===== config.mk =====
export PLATFORM = sky130hd
export DESIGN_NAME = rptr_empty_level_flat
export DESIGN_NICKNAME = d
export VERILOG_FILES = /design/src/rtl/rptr_empty_level_if.sv /design/src/rtl/rptr_empty_level.sv /design/src/flat_wrapper.sv
export SDC_FILE = /design/constraint.sdc
export NUM_CORES = 1
export LEC_CHECK = 0
export ABC_AREA = 1
export BUFFER_PORTS_ARGS = -buffer_cell sky130_fd_sc_hd__buf_2
export CELL_PAD_IN_SITES_DETAIL_PLACEMENT = 2
export CELL_PAD_IN_SITES_GLOBAL_PLACEMENT = 2
export CORE_MARGIN = 2
export CORE_UTILIZATION = 32
export DETAILED_ROUTE_END_ITERATION = 6
export GPL_ROUTABILITY_DRIVEN = 0
export PLACE_DENSITY = 0.95
export SYNTH_ARGS = -nofsm -noshare
export SYNTH_HDL_FRONTEND = slang
export SYNTH_SLANG_ARGS = --single-unit
export TNS_END_PERCENT = 30

===== constraint.sdc =====
create_clock -name rd_clk -period 7.2 [get_ports rd_clk]
set_input_delay 0.72 -clock rd_clk [delete_from_list [all_inputs] [get_ports rd_clk]]
set_output_delay 0.72 -clock rd_clk [all_outputs]
set_load 0.005 [all_outputs]

===== src/rtl/rptr_empty_level_if.sv =====
// Read-side pointer/flag bundle between the read controller and the read-domain pointer block.
// The slave modport is the pointer block; the master modport is the reader that drives it.
interface rptr_empty_level_if #(
    parameter int add_size = 4
);
    logic                rd_inc;
    logic                rd_flush;
    logic                clr_err;
    logic [add_size:0]   ae_level;
    logic [add_size:0]   wr_ptr_sync;
    logic [add_size:0]   rd_ptr;
    logic [add_size-1:0] rd_addr;
    logic                empty;
    logic                almost_empty;
    logic [add_size:0]   rd_level;
    logic                underflow;
    logic                underflow_err;
    logic                ptr_err;

    modport slave (
        input  rd_inc, rd_flush, clr_err, ae_level, wr_ptr_sync,
        output rd_ptr, rd_addr, empty, almost_empty, rd_level,
               underflow, underflow_err, ptr_err
    );

    modport master (
        output rd_inc, rd_flush, clr_err, ae_level, wr_ptr_sync,
        input  rd_ptr, rd_addr, empty, almost_empty, rd_level,
               underflow, underflow_err, ptr_err
    );
endinterface


===== src/rtl/rptr_empty_level.sv =====
// Read-domain pointer block of the async FIFO: binary/Gray read pointers, registered empty,
// fill level, almost-empty, underflow detection, single-cycle flush and pointer-sanity error.
module rptr_empty_level #(
    parameter int add_size = 4
) (
    input  logic                 rd_clk,
    input  logic                 rd_rst,
    rptr_empty_level_if.slave    bus
);
    localparam int PW = add_size + 1;
    localparam logic [PW-1:0] DEPTH_L = PW'(1 << add_size);

    logic [PW-1:0] wbin;
    logic [PW-1:0] rbin_q, rbin_d;
    logic [PW-1:0] rd_ptr_q, rd_ptr_d;
    logic [PW-1:0] rd_level_q, rd_level_d;
    logic [PW-1:0] lvl_next;
    logic          lvl_bad;
    logic          pop_underflow;
    logic          empty_q, empty_d;
    logic          almost_empty_q, almost_empty_d;
    logic          underflow_q, underflow_d;
    logic          underflow_err_q, underflow_err_d;
    logic          ptr_err_q, ptr_err_d;

    // Gray-to-binary: each binary bit is the XOR of all Gray bits at or above it.
    generate
        for (genvar gi = 0; gi < PW; gi++) begin : g_gray2bin
            assign wbin[gi] = ^bus.wr_ptr_sync[PW-1:gi];
        end
    endgenerate

    always_comb begin
        rbin_d = rbin_q;
        if (bus.rd_flush) begin
            rbin_d = wbin;
        end else if (bus.rd_inc && !empty_q) begin
            rbin_d = rbin_q + PW'(1);
        end
        rd_ptr_d        = (rbin_d >> 1) ^ rbin_d;
        lvl_next        = wbin - rbin_d;
        lvl_bad         = (lvl_next > DEPTH_L);
        pop_underflow   = bus.rd_inc & empty_q & ~bus.rd_flush;

        empty_d         = (rd_ptr_d == bus.wr_ptr_sync);
        // A corrupt level is never published; the last sane value is kept instead.
        rd_level_d      = lvl_bad ? rd_level_q : lvl_next;
        almost_empty_d  = (lvl_next <= bus.ae_level);
        underflow_d     = pop_underflow;
        underflow_err_d = ~bus.clr_err & (underflow_err_q | pop_underflow);
        ptr_err_d       = ~bus.clr_err & (ptr_err_q | lvl_bad);
    end

    always_ff @(posedge rd_clk or posedge rd_rst) begin
        if (rd_rst) begin
            rbin_q          <= '0;
            rd_ptr_q        <= '0;
            rd_level_q      <= '0;
            empty_q         <= 1'b1;
            almost_empty_q  <= 1'b1;
            underflow_q     <= 1'b0;
            underflow_err_q <= 1'b0;
            ptr_err_q       <= 1'b0;
        end else begin
            rbin_q          <= rbin_d;
            rd_ptr_q        <= rd_ptr_d;
            rd_level_q      <= rd_level_d;
            empty_q         <= empty_d;
            almost_empty_q  <= almost_empty_d;
            underflow_q     <= underflow_d;
            underflow_err_q <= underflow_err_d;
            ptr_err_q       <= ptr_err_d;
        end
    end

    assign bus.rd_ptr        = rd_ptr_q;
    assign bus.rd_addr       = rbin_q[add_size-1:0];
    assign bus.empty         = empty_q;
    assign bus.almost_empty  = almost_empty_q;
    assign bus.rd_level      = rd_level_q;
    assign bus.underflow     = underflow_q;
    assign bus.underflow_err = underflow_err_q;
    assign bus.ptr_err       = ptr_err_q;
endmodule


===== src/flat_wrapper.sv =====
// flat-port wrapper written by rule: the top's interface ports become plain ports
module rptr_empty_level_flat 
#(
    parameter int add_size = 4
)
  (rd_clk, rd_rst, bus_rd_inc, bus_rd_flush, bus_clr_err, bus_ae_level, bus_wr_ptr_sync, bus_rd_ptr, bus_rd_addr, bus_empty, bus_almost_empty, bus_rd_level, bus_underflow, bus_underflow_err, bus_ptr_err);
  rptr_empty_level_if #(.add_size(add_size)) bus_i ();
  input  logic rd_clk;
  input  logic rd_rst;
  input wire logic [$bits(bus_i.rd_inc)-1:0] bus_rd_inc;
  input wire logic [$bits(bus_i.rd_flush)-1:0] bus_rd_flush;
  input wire logic [$bits(bus_i.clr_err)-1:0] bus_clr_err;
  input wire logic [$bits(bus_i.ae_level)-1:0] bus_ae_level;
  input wire logic [$bits(bus_i.wr_ptr_sync)-1:0] bus_wr_ptr_sync;
  output wire logic [$bits(bus_i.rd_ptr)-1:0] bus_rd_ptr;
  output wire logic [$bits(bus_i.rd_addr)-1:0] bus_rd_addr;
  output wire logic [$bits(bus_i.empty)-1:0] bus_empty;
  output wire logic [$bits(bus_i.almost_empty)-1:0] bus_almost_empty;
  output wire logic [$bits(bus_i.rd_level)-1:0] bus_rd_level;
  output wire logic [$bits(bus_i.underflow)-1:0] bus_underflow;
  output wire logic [$bits(bus_i.underflow_err)-1:0] bus_underflow_err;
  output wire logic [$bits(bus_i.ptr_err)-1:0] bus_ptr_err;
  assign bus_i.rd_inc = bus_rd_inc;
  assign bus_i.rd_flush = bus_rd_flush;
  assign bus_i.clr_err = bus_clr_err;
  assign bus_i.ae_level = bus_ae_level;
  assign bus_i.wr_ptr_sync = bus_wr_ptr_sync;
  assign bus_rd_ptr = bus_i.rd_ptr;
  assign bus_rd_addr = bus_i.rd_addr;
  assign bus_empty = bus_i.empty;
  assign bus_almost_empty = bus_i.almost_empty;
  assign bus_rd_level = bus_i.rd_level;
  assign bus_underflow = bus_i.underflow;
  assign bus_underflow_err = bus_i.underflow_err;
  assign bus_ptr_err = bus_i.ptr_err;
  rptr_empty_level #(.add_size(add_size)) u_core (.rd_clk(rd_clk), .rd_rst(rd_rst), .bus(bus_i));
endmodule

==> results.py <==
metrics = {
    "run_status": {
        "outcome": "complete, no violations",
    },
    "sta": {
        "rsz0062_at_grt": "no",
        "whs_ps": 513,
        "final.period_utilization": 0.448,
        "drv_slew": 0,
        "period_needed_ps": 3230,
        "slew_headroom": 0.491,
        "fin_worst_skew_ps": 2.11,
        "finalSetupViolCount": 0,
        "setup_slack_ps": 3970,
        "fmax_mhz": 310,
        "tightest_slew_ps": 763,
        "hold_viol_final": 0,
        "setup_tns_ps": 0,
    },
    "worst_hold_path": {
        "holdPathStages": 2,
        "hold_path.class": "reg -> reg",
    },
    "placed_design": {
        "dp.final_hpwl_microns": 4090,
        "dp_cells": 285,
        "io_buffers": 33,
        "place_ws_ps": 3710,
    },
    "power": {
        "ir_drop_mv": 0.0830,
        "power.leakage_nw": 0.990,
        "power.density_mw_per_mm2": 251,
    },
    "floorplanning": {
        "die_h_microns": 72.0,
        "rows": 24,
        "initial_core_util": 0.335,
        "core_sq_mm": 0.00441,
        "dieArea_sq_mm": 0.00518,
        "fp.dieW_microns": 72.0,
        "io_pins": 34,
    },
    "route": {
        "drt_iter0_drc": 67,
        "wl_microns": 4740,
        "firstDrtPassIters": 4,
        "drc_errors": 0,
        "wl_per_cell_microns": 16.4,
        "num_vias": 1471,
        "drtAntennaViolNets": 0,
        "via_per_inst": 5.09,
    },
    "setup_path": {
        "start_kind": "primary input",
        "end_kind": "register",
        "critPathMaxFanout": 7,
        "arrival_ps": 3420,
        "r2r_cells": 14,
        "crit_type": "in -> reg",
        "critPathRequiredTime_ps": 7390,
    },
    "clock_network": {
        "tritoncts": "yes",
        "cts_inserted_buffers": 3,
        "insertion_delay_ps": 260,
        "htree_levels": 1,
        "cts_resized": 0,
        "clockBufferDepth": 2,
        "cts_setup_buffers": 0,
        "hold_buffers": 0,
        "cts_sinks": 19,
        "clkTransAtPathRegs_ps": 80,
        "cts-root-buf": "clkbuf_8",
    },
    "grt": {
        "grt_first_pass_wirelength_microns": 7850,
        "track_usage": 0.197,
        "grt_overflow_total": 0,
        "grt_start_max_net_pins": 20,
        "grt_pass1_vias": 1667,
        "antenna_found_initial": 0,
    },
    "synthesis": {
        "synth-edff-count": 0,
        "synth_largest_area_cell": "dfrtp_1",
        "synth_commonest_cells": "52 x nand2_1, 28 x inv_1, 27 x nand3_1, 19 x nand2_2, 17 x dfrtp_1",
        "seq_area_frac_synth": 0.323,
        "synth-main-ff-cell": "dfrtp_1",
        "synth_nets": 228,
        "synth.avg_cell_area_sq_um": 7.35,
        "synth_area_sq_mm": 0.00148,
        "synth_top_cell_area_share": 0.288,
        "netlist_top_cells_area": "dfrtp_1 29%, nand2_1 13%, ha_1 9.3%, nand3_1 9.1%, nand2_2 8.0%",
        "yosys_register_bits": 19,
        "yosysWarnings": 0,
        "synthArstFlopShare": 1.00,
        "netlist_instances": 201,
        "yosysUniqueCellTypes": 27,
        "synth_most_common_cell": "nand2_1",
    },
    "final_layout": {
        "layout.nets": 265,
        "nFillCells": 528,
        "instances_no_fill": 289,
        "area_delta_synth_final_pct": 18.5,
        "drive_gt1_frac": 0.321,
        "diodes": 0,
    },
    "job": {
        "maxCapViolCount": 0,
    },
}
routing by layer:
layer / global-route usage / wire, microns
met1: 0.240 / 2060
met2: 0.361 / 2460
met3: 0.0181 / 134
met4: 0.0713 / 94
met5: 0 / 0
registers in the layout, summed over array words and instances (netlist names):
signal	flops
u_core.bus.underflow	1
u_core.bus.rd_ptr	4
u_core.bus.ptr_err	1
u_core.bus.almost_empty	1
u_core.bus.empty	1
u_core.bus.rd_level	5
u_core.bus.underflow_err	1
u_core.rbin_q	5
path summary, 6_finish.rpt:
kind / endpoint / slack [ps] / from
setup / recovery: u_core.bus.almost_empty / 3970 / bus_wr_ptr_sync[2]
hold / removal: u_core.bus.underflow_err / 510 / u_core.bus.underflow_err
setup reg to reg: u_core.bus.almost_empty / 4180 / u_core.bus.empty
hold reg to reg: u_core.bus.underflow_err / 510 / u_core.bus.underflow_err
max in group asynchronous: u_core.bus.underflow / 6140 / rd_rst
min in group asynchronous: u_core.bus.rd_level[2] / 580 / rd_rst
final cells by class:
| type | count | area (sq um) | share of cell area |
|---|---|---|---|
| multi-input combinational | 148 | 871 | 0.497 |
| inverter | 33 | 124 | 0.0707 |
| sequential | 19 | 478 | 0.273 |
| tap | 52 | 65.1 | 0.0371 |
| clock inverter | 1 | 7.51 | 0.00429 |
| clock buffer | 3 | 41.3 | 0.0236 |
| timing repair buffer | 33 | 165 | 0.0943 |
cells by family after synthesis:
kind of cell,count (synthesis),synth area share
and+or+nand+nor,119,0.400
AOI/OAI and AO/OA,14,0.0652
adders and majority gates,12,0.107
xor gates and xnor gates,3,0.0178
DFF,19,0.323
buffers and inverters,34,0.0872
layout by cell type (no fill, tap or decap), drive strengths merged:
| cell | n |
|---|---|
| o21ai | 6 |
| clkbuf | 3 |
| xnor2 | 1 |
| nand2 | 74 |
| a22oi | 1 |
| inv | 33 |
| o22ai | 1 |
| xor2 | 2 |
| a21oi | 4 |
| nor3 | 3 |
| nor2 | 9 |
| or2 | 1 |
| nand3 | 32 |
| o211ai | 1 |
| buf | 33 |
| fa | 1 |
| clkinvlp | 1 |
| a31oi | 1 |
| dfrtp | 17 |
| dfstp | 2 |
| ha | 11 |
where the power goes:
part           leakage (nW)  switching (W)  internal (W)
combinational         0.737       0.000130     0.0000773
sequential            0.231      0.0000175      0.000135
clock                0.0217      0.0000408     0.0000391
total                 0.990       0.000188      0.000251
through the flow:
step	area, sq um	util	total power [W]
5_1_grt	1750	0.397	0.000476
3_3_place_gp	1700	0.386	0.000343
6_report	1750	0.397	0.000439
2_1_floorplan	1480	-	0.000281
4_1_cts	1750	0.397	0.000444
3_5_place_dp	1700	0.386	0.000364
critical path, stage by stage:
cell	delay (ps)
buf_2	160
inv_1	110
nor2_1	190
nor2_1	80
nand3_2	90
nand3_2	110
nand2_2	120
ha_1	150
inv_1	60
fa_1	400
a31oi_1	240
nand3_1	200
nand2_4	160
ha_1	250
a21oi_1	150
o21ai_0	110
o22ai_1	120
Note: power is estimated with default switching activity, not from simulation.
